==> src/rtl/uart_tx_param.sv <==
// Parametrised UART transmitter: valid/ready byte input into a small FIFO, then a
// start/data/parity/stop frame engine that chains queued frames with no idle gap.
module uart_tx_param #(
    parameter int CLK_DIV    = 434,
    parameter int DATA_BITS  = 8,
    parameter int PARITY     = 0,
    parameter int STOP_BITS  = 1,
    parameter int FIFO_DEPTH = 16
) (
    input  logic                        clk,
    input  logic                        rst,
    input  logic [7:0]                  in_data,
    input  logic                        in_valid,
    output logic                        in_ready,
    input  logic                        tx_enable,
    output logic                        tx,
    output logic                        busy,
    output logic [$clog2(FIFO_DEPTH):0] fifo_count
);
    localparam int AW = $clog2(FIFO_DEPTH);
    localparam int CW = $clog2(CLK_DIV);
    localparam logic [AW:0]   FULL_COUNT = (AW + 1)'(FIFO_DEPTH);
    localparam logic [CW-1:0] BAUD_LAST  = CW'(CLK_DIV - 1);
    localparam logic [2:0]    DATA_LAST  = 3'(DATA_BITS - 1);
    localparam logic [2:0]    STOP_LAST  = 3'(STOP_BITS - 1);

    typedef enum logic [2:0] {IDLE, START, DATA, PAR, STOP} state_e;

    logic [DATA_BITS-1:0] mem_q [FIFO_DEPTH];
    logic [AW-1:0]        wr_ptr_q, rd_ptr_q;
    logic [AW:0]          count_q, count_d;
    logic                 push, pop, fifo_empty;
    logic [DATA_BITS-1:0] head;
    logic                 unused_in_bits;

    state_e               state_q;
    logic [CW-1:0]        baud_q;
    logic [2:0]           bit_q;
    logic [DATA_BITS-1:0] shift_q;
    logic                 parity_q;
    logic                 baud_last, frame_done;

    assign unused_in_bits = ^in_data;
    assign fifo_empty     = (count_q == '0);
    assign in_ready       = (count_q != FULL_COUNT);
    assign fifo_count     = count_q;
    assign push           = in_valid && in_ready;
    assign head           = mem_q[rd_ptr_q];

    assign baud_last  = (baud_q == BAUD_LAST);
    assign frame_done = (state_q == STOP) && baud_last && (bit_q == STOP_LAST);
    // Loading from IDLE or straight out of the last stop cycle is what makes frames gapless.
    assign pop        = !fifo_empty && tx_enable && ((state_q == IDLE) || frame_done);

    always_comb begin
        count_d = count_q;
        if (push && !pop) begin
            count_d = count_q + 1'b1;
        end else if (pop && !push) begin
            count_d = count_q - 1'b1;
        end
    end

    always_ff @(posedge clk) begin
        if (rst) begin
            wr_ptr_q <= '0;
            rd_ptr_q <= '0;
            count_q  <= '0;
        end else begin
            if (push) begin
                wr_ptr_q <= wr_ptr_q + 1'b1;
            end
            if (pop) begin
                rd_ptr_q <= rd_ptr_q + 1'b1;
            end
            count_q <= count_d;
        end
    end

    always_ff @(posedge clk) begin
        if (push) begin
            mem_q[wr_ptr_q] <= in_data[DATA_BITS-1:0];
        end
    end

    always_ff @(posedge clk) begin
        if (rst) begin
            state_q  <= IDLE;
            baud_q   <= '0;
            bit_q    <= '0;
            shift_q  <= '0;
            parity_q <= 1'b0;
            tx       <= 1'b1;
            busy     <= 1'b0;
        end else if (pop) begin
            state_q  <= START;
            baud_q   <= '0;
            bit_q    <= '0;
            shift_q  <= head;
            parity_q <= (^head) ^ (PARITY == 1);
            tx       <= 1'b0;
            busy     <= 1'b1;
        end else if (state_q != IDLE) begin
            if (!baud_last) begin
                baud_q <= baud_q + 1'b1;
            end else begin
                baud_q <= '0;
                case (state_q)
                    START: begin
                        state_q <= DATA;
                        bit_q   <= '0;
                        tx      <= shift_q[0];
                    end
                    DATA: begin
                        if (bit_q == DATA_LAST) begin
                            bit_q <= '0;
                            if (PARITY != 0) begin
                                state_q <= PAR;
                                tx      <= parity_q;
                            end else begin
                                state_q <= STOP;
                                tx      <= 1'b1;
                            end
                        end else begin
                            bit_q   <= bit_q + 1'b1;
                            shift_q <= shift_q >> 1;
                            tx      <= shift_q[1];
                        end
                    end
                    PAR: begin
                        state_q <= STOP;
                        tx      <= 1'b1;
                    end
                    STOP: begin
                        if (bit_q == STOP_LAST) begin
                            state_q <= IDLE;
                            busy    <= 1'b0;
                        end else begin
                            bit_q <= bit_q + 1'b1;
                        end
                    end
                    default: begin
                        state_q <= IDLE;
                        busy    <= 1'b0;
                        tx      <= 1'b1;
                    end
                endcase
            end
        end
    end
endmodule

==> config.mk <==
export PLATFORM = sky130hd
export DESIGN_NAME = uart_tx_param
export DESIGN_NICKNAME = d
export VERILOG_FILES = /design/src/rtl/uart_tx_param.sv
export SDC_FILE = /design/constraint.sdc
export NUM_CORES = 1
export LEC_CHECK = 0
export BUFFER_PORTS_ARGS = -buffer_cell sky130_fd_sc_hd__buf_2
export CAP_MARGIN = 25
export CORE_ASPECT_RATIO = 1.25
export CORE_MARGIN = 2
export CORE_UTILIZATION = 27
export DETAILED_ROUTE_END_ITERATION = 8
export HOLD_SLACK_MARGIN = 0.08
export REMOVE_ABC_BUFFERS = 1
export SLEW_MARGIN = 5
export SYNTH_ARGS = -nofsm -noshare
export SYNTH_HDL_FRONTEND = slang
export SYNTH_SLANG_ARGS = --single-unit
==> constraint.sdc <==
create_clock -name clk -period 3.4 [get_ports clk]
set_clock_uncertainty 0.1 [all_clocks]
set_input_delay 0.68 -clock clk [delete_from_list [all_inputs] [get_ports clk]]
set_output_delay 0.68 -clock clk [all_outputs]
set_load 0.02 [all_outputs]
---- Word-level counts from Yosys, hierarchy flattened ----
Memories as Yosys holds them, arrays and structs flattened. A register that Yosys moved wholly into a read port is not among the register bits.
Cells that the tools add are included.
word-level totals
  register bits after elaboration ......... 38
  memories kept ........................... 1
  bits in writable memories ............... 128
  bits of input ports ..................... 12
  output and inout port bits .............. 8
cells by class
  reductions and logical operators ........ 28
  eq/ne operators ......................... 15
  muxes and demuxes ....................... 31
  add/subtract/negate cells ............... 6
memories
  name   depth  width  read ports  clocked after Yosys merged registers in  write ports  RTL line  text
  mem_q  16     8      1           1                                        1            29        logic [DATA_BITS-1:0] mem_q [FIFO_DEPTH];
operators by type and width
  cell                 count
  $mux 8               5
  $reduce_and 4->1     5
  $mux 1               13
  $mux 3               4
  $pmux 3 s4           1
  $mux 5               2
  $add 9x1->9 const B  1
  $eq 9x9->1 const B   1
  $mux 9               1
  $pmux 3 s3           1
  $add 4x1->4 const B  2
  $mux 4               2
  $ne 2x2->1 const B   4
  $reduce_bool 2->1    4
  $logic_and 1x1->1    7
  $eq 3x2->1 const B   2
  $eq 3x3->1 const B   2
  $logic_not 3->1      2
  $reduce_bool 3->1    2
  $add 5x1->5 const B  1
  $logic_not 5->1      1
  $ne 5x5->1 const B   1
  $sub 5x1->5 const B  1
  $ne 2x1->1 const B   2
  11 further kinds     13

---- Depth between registers and ports, before layout ----
Gate-level depths: netlist of run 1.
  depth after elaboration ................. 8
  mapped depth ............................ 16

---- Worst setup path after synthesis of run 1 ----
OpenSTA, ideal clock, no wires.
  path type ............................... register to register
  start ................................... register count_q[0] (netlist: fifo_count[0])
  end ..................................... register count_q[4] (netlist: fifo_count[4])
  arrival ................................. 3.150 ns
  period minus slack after synthesis ...... 3.321 ns
  data required time ...................... 3.229 ns
  buffers on the path ..................... 2
  stages on the path, launching flop included .. 15
  setup time .............................. 0.071 ns
  slack ................................... 0.079 ns
  cell sequence ........................... dfxtp_1 or4_4 o21ai_4 and3b_1 buf_6 inv_2 buf_4 ha_1 inv_1 fa_1 a21o_1 a21oi_1 xnor2_1 or3_1 a21oi_1
between the ends
  longest elaborated chain between the ends .. 7
RTL lines
  element                                              RTL line  text
  start, declared                                      31        logic [AW:0] count_q, count_d;
  start signal, assigned                               76        count_q <= count_d;
  branches (longest 7 deep; another with $sub 5x1->5)  --
Several ways; the timed one is not identified. The select of a mux whose other input is x is not followed.
A chain may end at the register's enable or synchronous reset.

---- Worst setup path after layout of run 1 ----
  start ................................... register count_q[1] (netlist: fifo_count[1])
  end ..................................... register count_q[4] (netlist: fifo_count[4])
Same word-level chain as after synthesis.

==> out/results.txt, run 1 <==
outcome = finished, final reports clean
post-DR vias/cell = 4.58
first-pass GRT wire length = 21500 um
average wire per cell in the routed design = 16.4 um
startpoint class of the critical path = flip-flop
count of endpoints failing setup in the final report = 0
launch point of the critical path = fifo_count[1]
most frequently used flop master after synthesis = sky130_fd_sc_hd__edfxtp_1
diodes inserted = 0
hold buffers post-CTS = 0
portion of the clock cycle consumed by the worst path in the final layout = 90.8%
number of enable flip-flop cells after synthesis = 128
area of the mapped netlist = 0.00696 mm2
Routed WL = 13500 um
top library cells by usage in the layout, fill and taps aside = sky130_fd_sc_hd__edfxtp_1 (128), sky130_fd_sc_hd__dfxtp_1 (41), sky130_fd_sc_hd__nor2_1 (38), sky130_fd_sc_hd__mux4_2 (32), sky130_fd_sc_hd__buf_2 (19)
clock transition time at the flip-flop clock pins of the worst setup and hold paths = 0.07 ns
1st-pass router iterations = 4
antenna violations before repair = 1
Antenna Nets Post-Route = 0
clock root buffer = sky130_fd_sc_hd__clkbuf_16
FF-to-FF Start = fifo_count[1]
highest fanout seen on the critical path = 6
setup fix buffers added after clock tree synthesis = 0
RSZ-0062 raised after global routing = false
total negative slack = 0 ns
vias in the first global route = 3920
gate count of the mapped netlist = 442
maximum number of pins on one net before global-route repair = 33
total via count in the routed design = 3752
share of synthesized registers carrying an async set or reset = 0%
FF+latch count, synth = 170
Core Rows = 65
worst-case headroom to the max-slew limit = 45.8%
initial core utilization = 27.5%
Core Footprint = 0.0253 mm2
max-cap violations = 0
remaining routing DRC violations = 0
final RePlAce weighted congestion = 0.775
number of H-tree branching levels = 4
Num CTS Buffers = 17
average footprint of a synthesized cell = 15.8 um2
Static Leakage = 2.65 nW
Die H = 184 um
area added between synthesis and finish = 15.3%
worst reg-to-reg setup slack = 0.31 ns
final-report hold violation count = 0
Bufs on Longest Clock Path = 2
# nets final = 499
highest clock frequency the design can meet = 324 MHz
total half-perimeter wirelength after legalization and detailed placement = 8920 um
Worst-Margin Slew = 0.810 ns
grt total ovfl = 0
areal power density over the cells = 654 mW/mm2
die extent in x = 148 um
CP Data Required Time = 3.65 ns
number of sinks on the clock net = 170
clock insertion delay at the later pin of the skew report = 0.42 ns
area enclosed by the die boundary = 0.0271 mm2
worst min-delay path category = flip-flop to flip-flop
# port buffers = 19
number of gates given a new drive strength after cts = 0
worst vdd rail ir drop = 288 uV
Slew Viols, Final = 0
data arrival time of the critical path = 3.34 ns
worst setup path class = flip-flop to flip-flop
critical hold path startpoint = shift_q[7]
final setup margin = 0.311 ns
critical path endpoint category = flip-flop
layout cells sized above 1 = 21.2%
Placement Setup Slack = 0.306 ns
DR iter-0 viols = 201
fraction of the yosys area taken by sequential cells = 67.3%
number of library cell types mapped by synthesis = 51
Yosys warnings = 0
IO Count = 20
most common cell after layout, fill and taps aside = sky130_fd_sc_hd__edfxtp_1
Total Routing Usage GR = 10.5%
final critical delay including setup and external delays = 3.09 ns
CTS tree = yes
==> synthesized netlist by cell type, drive strengths merged, types with 11 or more instances <==
cell	count	share of area, %
a22oi	14	1.5
edfxtp	128	55
dfxtp	42	12
a21oi	14	1.0
nand2	15	0.81
nor2	38	2.0
ha	14	2.5
and3	11	0.99
mux2i	13	1.9
clkbuf	12	0.65
mux4	32	10
==> cells by family after synthesis <==
family / count (synthesis) / synth area share, %
fa+ha+maj: 15 / 2.80
xor+xnor: 16 / 2.01
simple gates: 105 / 7.74
compound gates: 58 / 5.70
mux: 46 / 12.4
flops: 170 / 67.3
buf+inv: 32 / 2.10
==> power breakdown <==
part           leakage (nW)  internal (W)  switching [W]
combinational         0.886      0.000442       0.000517
clock                 0.261      0.000954       0.000833
sequential             1.50       0.00238       0.000131
total                  2.65       0.00377        0.00148
==> state kept, by name (all words and copies together) (netlist names), named ones only <==
signal,flops
rd_ptr_q,4
baud_q,9
bit_q,3
busy,1
shift_q,8
tx,1
fifo_count,5
state_q,3
mem_q,128
wr_ptr_q,4
==> cell type report <==
class,instances,area [um2]
Fill cell,2446,17300
Sequential cell,170,4690
Multi-Input combinational cell,240,2130
Clock buffer,19,433
Tap cell,335,419
Timing Repair Buffer,33,213
Clock inverter,13,108
Inverter,10,37.5
==> through the flow <==
stage	instance area [um2]	util, %	cells	hold slack [ns]	power (W)
3_3_place_gp	7490	29.6	788	0.373	0.00349
2_1_floorplan	6860	-	420	0.352	0.00320
4_1_cts	8030	31.7	820	0.396	0.00532
3_5_place_dp	7490	29.6	788	0.384	0.00353
6_report	8030	31.7	820	0.396	0.00525
5_1_grt	8030	31.7	820	0.420	0.00551
==> path summary, 6_finish.rpt <==
kind | cells after the start | endpoint
hold / removal | 2 | shift_q[7]
setup / recovery | 12 | fifo_count[4]
hold reg to reg | 2 | shift_q[7]
setup reg to reg | 12 | fifo_count[4]
==> critical path, cell delays in order, from the launching register on <==
cell,delay (ns)
sky130_fd_sc_hd__dfxtp_1,0.37
sky130_fd_sc_hd__or4_4,0.55
sky130_fd_sc_hd__o21ai_4,0.18
sky130_fd_sc_hd__and3b_1,0.22
sky130_fd_sc_hd__inv_2,0.06
sky130_fd_sc_hd__ha_1,0.16
sky130_fd_sc_hd__inv_1,0.10
sky130_fd_sc_hd__fa_1,0.41
sky130_fd_sc_hd__a21o_1,0.17
sky130_fd_sc_hd__a21oi_1,0.17
sky130_fd_sc_hd__xnor2_1,0.09
sky130_fd_sc_hd__or3_1,0.31
sky130_fd_sc_hd__a21oi_1,0.13
==> metal layers <==
| layer | vias up | global-route usage (%) | part of all wire (%) |
|---|---|---|---|
| met5 | - | 0 | 0.097 |
| met4 | 2 | 4.58 | 2.6 |
| li1 | 1763 | - | - |
| met2 | 85 | 17.5 | 50 |
| met1 | 1880 | 13.1 | 43 |
| met3 | 22 | 2.41 | 4.5 |
(Power assumes the default switching activity.)
==> run 2: changes to the inputs <==
--- a/config.mk
+++ b/config.mk
@@ -12,7 +12,6 @@
 export CORE_UTILIZATION = 27
 export DETAILED_ROUTE_END_ITERATION = 8
 export HOLD_SLACK_MARGIN = 0.08
-export REMOVE_ABC_BUFFERS = 1
 export SLEW_MARGIN = 5
 export SYNTH_ARGS = -nofsm -noshare
 export SYNTH_HDL_FRONTEND = slang
==> run 2 against run 1 <==
  * Global-route usage is essentially flat
  * Power grew 1.0%
  * Utilization grew 0.32 points
  * Critical path depth is the same
  * Maximum frequency shrank 1.1%
  * Worst hold slack lost 0.0080 ns
  * First-iteration DRC count grew 16%
  * Via count grew 0.72%
  * Sequential power is essentially flat
  * Critical path type unchanged
  * Largest cell class unchanged
  * Largest power group unchanged
==> out/results.txt, run 2 (synthesis results as in run 1) <==
antenna violations before repair = 0 (-1)
diodes inserted = 0 (unchanged)
CP Data Required Time = 3.65 ns (about the same)
die extent in x = 148 um (unchanged)
Total Power = 0.00531 W (+1.0%)
hold buffers post-CTS = 0 (unchanged)
final-report hold violation count = 0 (unchanged)
post-DR vias/cell = 4.56 (-0.37%)
Total Routing Usage GR = 10.5% (+0.044 points)
number of H-tree branching levels = 4 (unchanged)
max FFs per register = 128 (unchanged)
average wire per cell in the routed design = 16.5 um (+0.44%)
1st-pass router iterations = 4 (unchanged)
outcome = finished, final reports clean
CTS tree = yes
registers with the highest flip-flop counts = mem_q: 128 flops, baud_q: 9 flops, shift_q: 8 flops
total negative slack = 0 ns (unchanged)
Num CTS Buffers = 17 (unchanged)
DR iter-0 viols = 233 (+16%)
number of gates given a new drive strength after cts = 0 (unchanged)
Routed WL = 13700 um (+1.5%)
grt total ovfl = 0 (unchanged)
worst vdd rail ir drop = 246 uV (-15%)
worst setup path class = flip-flop to flip-flop
area enclosed by the die boundary = 0.0271 mm2 (unchanged)
total via count in the routed design = 3779 (+0.72%)
Static Leakage = 2.70 nW (+2.1%)
Core Footprint = 0.0253 mm2 (unchanged)
count of endpoints failing setup in the final report = 0 (unchanged)
worst-case headroom to the max-slew limit = 57.6% (+12 points)
Antenna Nets Post-Route = 0 (unchanged)
Synthesized Nets = 469
Slew Viols, Final = 0 (unchanged)
remaining routing DRC violations = 0 (unchanged)
launch point of the critical path = fifo_count[1]
maximum number of pins on one net before global-route repair = 33 (unchanged)
Most flops, register = mem_q
Core Rows = 65 (unchanged)
Hold Worst Slack = 0.388 ns (-0.00801 ns)
Worst-Margin Slew = 0.635 ns (-0.176 ns)
clock insertion delay at the later pin of the skew report = 0.42 ns (about the same)
Die H = 184 um (unchanged)
critical hold path startpoint = shift_q[7]
number of sinks on the clock net = 170 (unchanged)
area added between synthesis and finish = 16.4%
vias in the first global route = 3978 (+1.5%)
RSZ-0062 raised after global routing = false
data arrival time of the critical path = 3.37 ns (+0.03 ns)
highest clock frequency the design can meet = 320 MHz (-1.1%)
total half-perimeter wirelength after legalization and detailed placement = 9060 um (+1.6%)
top library cells by usage in the layout, fill and taps aside = sky130_fd_sc_hd__edfxtp_1 (128), sky130_fd_sc_hd__dfxtp_1 (41), sky130_fd_sc_hd__nor2_1 (38), sky130_fd_sc_hd__mux4_2 (32), sky130_fd_sc_hd__buf_4 (23)
Fillers = 2424 (-0.90%)
initial core utilization = 27.5% (unchanged)
startpoint class of the critical path = flip-flop
clock root buffer = sky130_fd_sc_hd__clkbuf_16
highest fanout seen on the critical path = 6 (unchanged)
first-pass GRT wire length = 21700 um (+0.84%)
clock transition time at the flip-flop clock pins of the worst setup and hold paths = 0.06 ns (about the same)
Bufs on Longest Clock Path = 2 (unchanged)
layout cells sized above 1 = 22.9% (+1.6 points)
worst min-delay path category = flip-flop to flip-flop
IO Count = 20 (unchanged)
final critical delay including setup and external delays = 3.12 ns (+0.0356 ns)
max-cap violations = 0 (unchanged)
final RePlAce weighted congestion = 0.776 (+0.17%)
portion of the clock cycle consumed by the worst path in the final layout = 91.9% (+1.0 points)
most common cell after layout, fill and taps aside = sky130_fd_sc_hd__edfxtp_1
areal power density over the cells = 654 mW/mm2 (about the same)
FF-to-FF Start = fifo_count[1]
setup fix buffers added after clock tree synthesis = 0 (unchanged)
# port buffers = 19 (unchanged)
# nets final = 508 (+1.8%)
critical path endpoint category = flip-flop
-- run 2: metal layers --
layer,up-vias,GRT usage [%],routed length (um)
met4,0,3.27,187
li1,1787,-,-
met5,-,0,0
met3,18,3.13,633
met1,1893,12.4,5700
met2,81,18.6,7160
-- run 2: worst paths after layout --
kind,end,slack [ns],cells after the start
min,shift_q[7],0.39,2
min reg2reg,shift_q[7],0.39,2
max reg2reg,fifo_count[4],0.28,12
max,fifo_count[4],0.28,12
-- run 2: critical path, stage by stage (launching register included) --
cell and delay (ns):
sky130_fd_sc_hd__dfxtp_1 0.37, sky130_fd_sc_hd__or4_4 0.56, sky130_fd_sc_hd__o21ai_4 0.18, sky130_fd_sc_hd__and3b_1 0.22, sky130_fd_sc_hd__inv_2 0.06, sky130_fd_sc_hd__ha_1 0.17
sky130_fd_sc_hd__inv_1 0.10, sky130_fd_sc_hd__fa_1 0.42, sky130_fd_sc_hd__a21o_1 0.18, sky130_fd_sc_hd__a21oi_1 0.17, sky130_fd_sc_hd__xnor2_1 0.09, sky130_fd_sc_hd__or3_1 0.30
sky130_fd_sc_hd__a21oi_1 0.13
-- run 2: per-stage QoR --
stage / cell area (um2) / util (%) / worst slack [ns] / std cells
2_1_floorplan: 6960 / - / 0.0788 / 442
3_3_place_gp: 7540 / 29.8 / 0.345 / 797
3_5_place_dp: 7540 / 29.8 / 0.294 / 797
4_1_cts: 8110 / 32.1 / 0.276 / 829
5_1_grt: 8110 / 32.1 / 0.0512 / 829
6_report: 8110 / 32.1 / 0.276 / 829
-- run 2: area by class of cell --
class | count | area [um2] | area share (%)
flip-flops and latches | 170 | 4690 | 57.8
multi-input cells | 240 | 2130 | 26.3
clock buffers | 18 | 429 | 5.29
well taps | 335 | 419 | 5.17
repair buffers | 42 | 268 | 3.30
clock inverters | 14 | 136 | 1.68
inverters | 10 | 37.5 | 0.463
-- run 2: power by group --
group	switching, W	internal [W]
Clock	0.000827	0.00102
Combinational	0.000532	0.000436
Sequential	0.000110	0.00238
==> run 3: changes to the inputs <==
--- a/config.mk
+++ b/config.mk
@@ -11,7 +11,9 @@
 export CORE_MARGIN = 2
 export CORE_UTILIZATION = 27
 export DETAILED_ROUTE_END_ITERATION = 8
+export GPL_TIMING_DRIVEN = 0
 export HOLD_SLACK_MARGIN = 0.08
+export SKIP_CTS_REPAIR_TIMING = 1
 export SLEW_MARGIN = 5
 export SYNTH_ARGS = -nofsm -noshare
 export SYNTH_HDL_FRONTEND = slang
==> run 3 against run 2 <==
  * Maximum frequency fell by 4.2%
  * Utilization fell by 0.099 points
  * Via count rose by 1.7%
  * Critical path depth rose by 2
  * Non-clock buffer count rose by 2
  * Register-to-register slack got worse by 0.14 ns
  * Final area fell by 0.31%
  * Worst hold slack improved by 0.014 ns
  * Die area did not move
  * Power fell by 0.27%
  * Combinational power rose by 6%
  * Sequential share of layout area rose by 0.23 points
  * Largest power group unchanged
==> out/results.txt, run 3 (synthesis results as in run 1) <==
outcome = finished, final reports clean
# nets final = 510 (+0.39%)
Most flops, register = mem_q
Worst-Margin Slew = 0.959 ns (+0.325 ns)
antenna violations before repair = 1 (+1)
most frequent cell on the critical path = sky130_fd_sc_hd__buf_6
clock transition time at the flip-flop clock pins of the worst setup and hold paths = 0.06 ns (about the same)
1st-pass router iterations = 5 (+1)
clock root buffer = sky130_fd_sc_hd__clkbuf_16
Num CTS Buffers = 17 (unchanged)
final-report hold violation count = 0 (unchanged)
area added between synthesis and finish = 16.1%
worst reg-to-reg setup slack = 0.14 ns (-0.14 ns)
top library cells by usage in the layout, fill and taps aside = sky130_fd_sc_hd__edfxtp_1 (128), sky130_fd_sc_hd__dfxtp_1 (40), sky130_fd_sc_hd__nor2_1 (38), sky130_fd_sc_hd__mux4_2 (32), sky130_fd_sc_hd__buf_2 (23)
CP Data Required Time = 3.66 ns (about the same)
areal power density over the cells = 654 mW/mm2 (about the same)
# port buffers = 19 (unchanged)
startpoint class of the critical path = flip-flop
count of endpoints failing setup in the final report = 0 (unchanged)
combined buffer and inverter count along the critical path = 4 (+2)
number of sinks on the clock net = 170 (unchanged)
Largest delay share family, worst path = simple AND/OR/NAND/NOR gates
total negative slack = 0 ns (unchanged)
Die H = 184 um (unchanged)
slowest stage cell, crit path = sky130_fd_sc_hd__or4_4
biggest cell delay along the critical path = 0.55 ns (about the same)
final RePlAce weighted congestion = 0.735 (-5.3%)
highest fanout seen on the critical path = 8 (+2)
Core Footprint = 0.0253 mm2 (unchanged)
cell-by-cell listing of the critical path = or4_4 > o21ai_4 > and3b_1 > buf_6 > inv_4 > buf_6 > ha_2 > inv_2 > fa_2 > a21o_1 > a21oi_2 > xnor2_1 > or3_1 > a21oi_1
average wire per cell in the routed design = 16.8 um (+2.0%)
worst min-delay path category = flip-flop to flip-flop
CTS tree = yes
data arrival time of the critical path = 3.52 ns (+0.15 ns)
area enclosed by the die boundary = 0.0271 mm2 (unchanged)
Bufs on Longest Clock Path = 2 (unchanged)
total via count in the routed design = 3845 (+1.7%)
clock insertion delay at the later pin of the skew report = 0.44 ns (+0.02 ns)
die extent in x = 148 um (unchanged)
Slew Viols, Final = 0 (unchanged)
Placement Setup Slack = -0.172 ns (-0.467 ns)
DR iter-0 viols = 319 (+37%)
Total Routing Usage GR = 10.8% (+0.24 points)
grt total ovfl = 0 (unchanged)
highest clock frequency the design can meet = 307 MHz (-4.2%)
total half-perimeter wirelength after legalization and detailed placement = 9620 um (+6.2%)
worst setup path class = flip-flop to flip-flop
maximum number of pins on one net before global-route repair = 17 (-48%)
remaining routing DRC violations = 0 (unchanged)
max-cap violations = 0 (unchanged)
Antenna Nets Post-Route = 0 (unchanged)
IO Count = 20 (unchanged)
number of H-tree branching levels = 4 (unchanged)
Static Leakage = 2.66 nW (-1.5%)
layout cells sized above 1 = 22.0% (-0.90 points)
final critical delay including setup and external delays = 3.26 ns (+0.138 ns)
worst-case headroom to the max-slew limit = 35.8% (-22 points)
vias in the first global route = 4022 (+1.1%)
final setup margin = 0.138 ns (-0.138 ns)
max FFs per register = 128 (unchanged)
critical path endpoint category = flip-flop
first-pass GRT wire length = 22100 um (+1.7%)
Routed WL = 14000 um (+2.4%)
Synthesized Nets = 469 (unchanged)
portion of the clock cycle consumed by the worst path in the final layout = 95.9% (+4.1 points)
most common cell after layout, fill and taps aside = sky130_fd_sc_hd__edfxtp_1
Core Rows = 65 (unchanged)
registers with the highest flip-flop counts = mem_q: 128 flops, baud_q: 9 flops, shift_q: 8 flops
post-DR vias/cell = 4.62 (+1.4%)
initial core utilization = 27.5% (unchanged)
worst vdd rail ir drop = 383 uV (+55%)
## run 3: worst min-delay path, delay by kind of cell, from the launching register on
kind	cells	cell delay, ns
DFF	1	0.31
AOI/OAI and AO/OA	2	0.15
## run 3: power by group
part           switching [W]  internal (W)  total (W)
sequential          0.000103       0.00238    0.00248
combinational       0.000565      0.000460    0.00103
clock               0.000836      0.000946    0.00178
total                0.00150       0.00379    0.00529
## run 3: layout make-up
| cell class | instances | area (um2) |
|---|---|---|
| Clock buffer | 17 | 425 |
| Inverter | 10 | 40.0 |
| Tap cell | 335 | 419 |
| Fill cell | 2455 | 17200 |
| Antenna cell | 1 | 2.50 |
| Clock inverter | 15 | 115 |
| Sequential cell | 170 | 4690 |
| Multi-Input combinational cell | 240 | 2160 |
| Timing Repair Buffer | 22 | 115 |
| Buffer | 22 | 113 |
## run 3: worst paths after layout
check	cells past startpoint	to	startpoint
setup / recovery	14	fifo_count[4]	fifo_count[0]
setup reg to reg	14	fifo_count[4]	fifo_count[0]
hold / removal	2	busy	busy
hold reg to reg	2	busy	busy
## run 3: per-stage QoR
stage	area (um2)	cells	utilization, %	power (W)	hold slack (ns)
5_1_grt	8080	831	32.0	0.00552	0.429
3_5_place_dp	7500	797	29.6	0.00353	0.392
2_1_floorplan	6960	442	-	0.00324	0.359
6_report	8080	832	32.0	0.00529	0.402
3_3_place_gp	7480	796	29.6	0.00348	0.378
4_1_cts	8040	829	31.8	0.00530	0.403
## run 3: routing by layer
layer | wire length (um) | share of wire, % | global-route usage [%] | vias up
met4 | 236 | 1.7 | 4.00 | 0
met5 | 0 | 0 | 0 | -
met3 | 679 | 4.8 | 2.48 | 25
met1 | 5820 | 42 | 12.8 | 1938
met2 | 7270 | 52 | 19.1 | 90
li1 | - | - | - | 1792
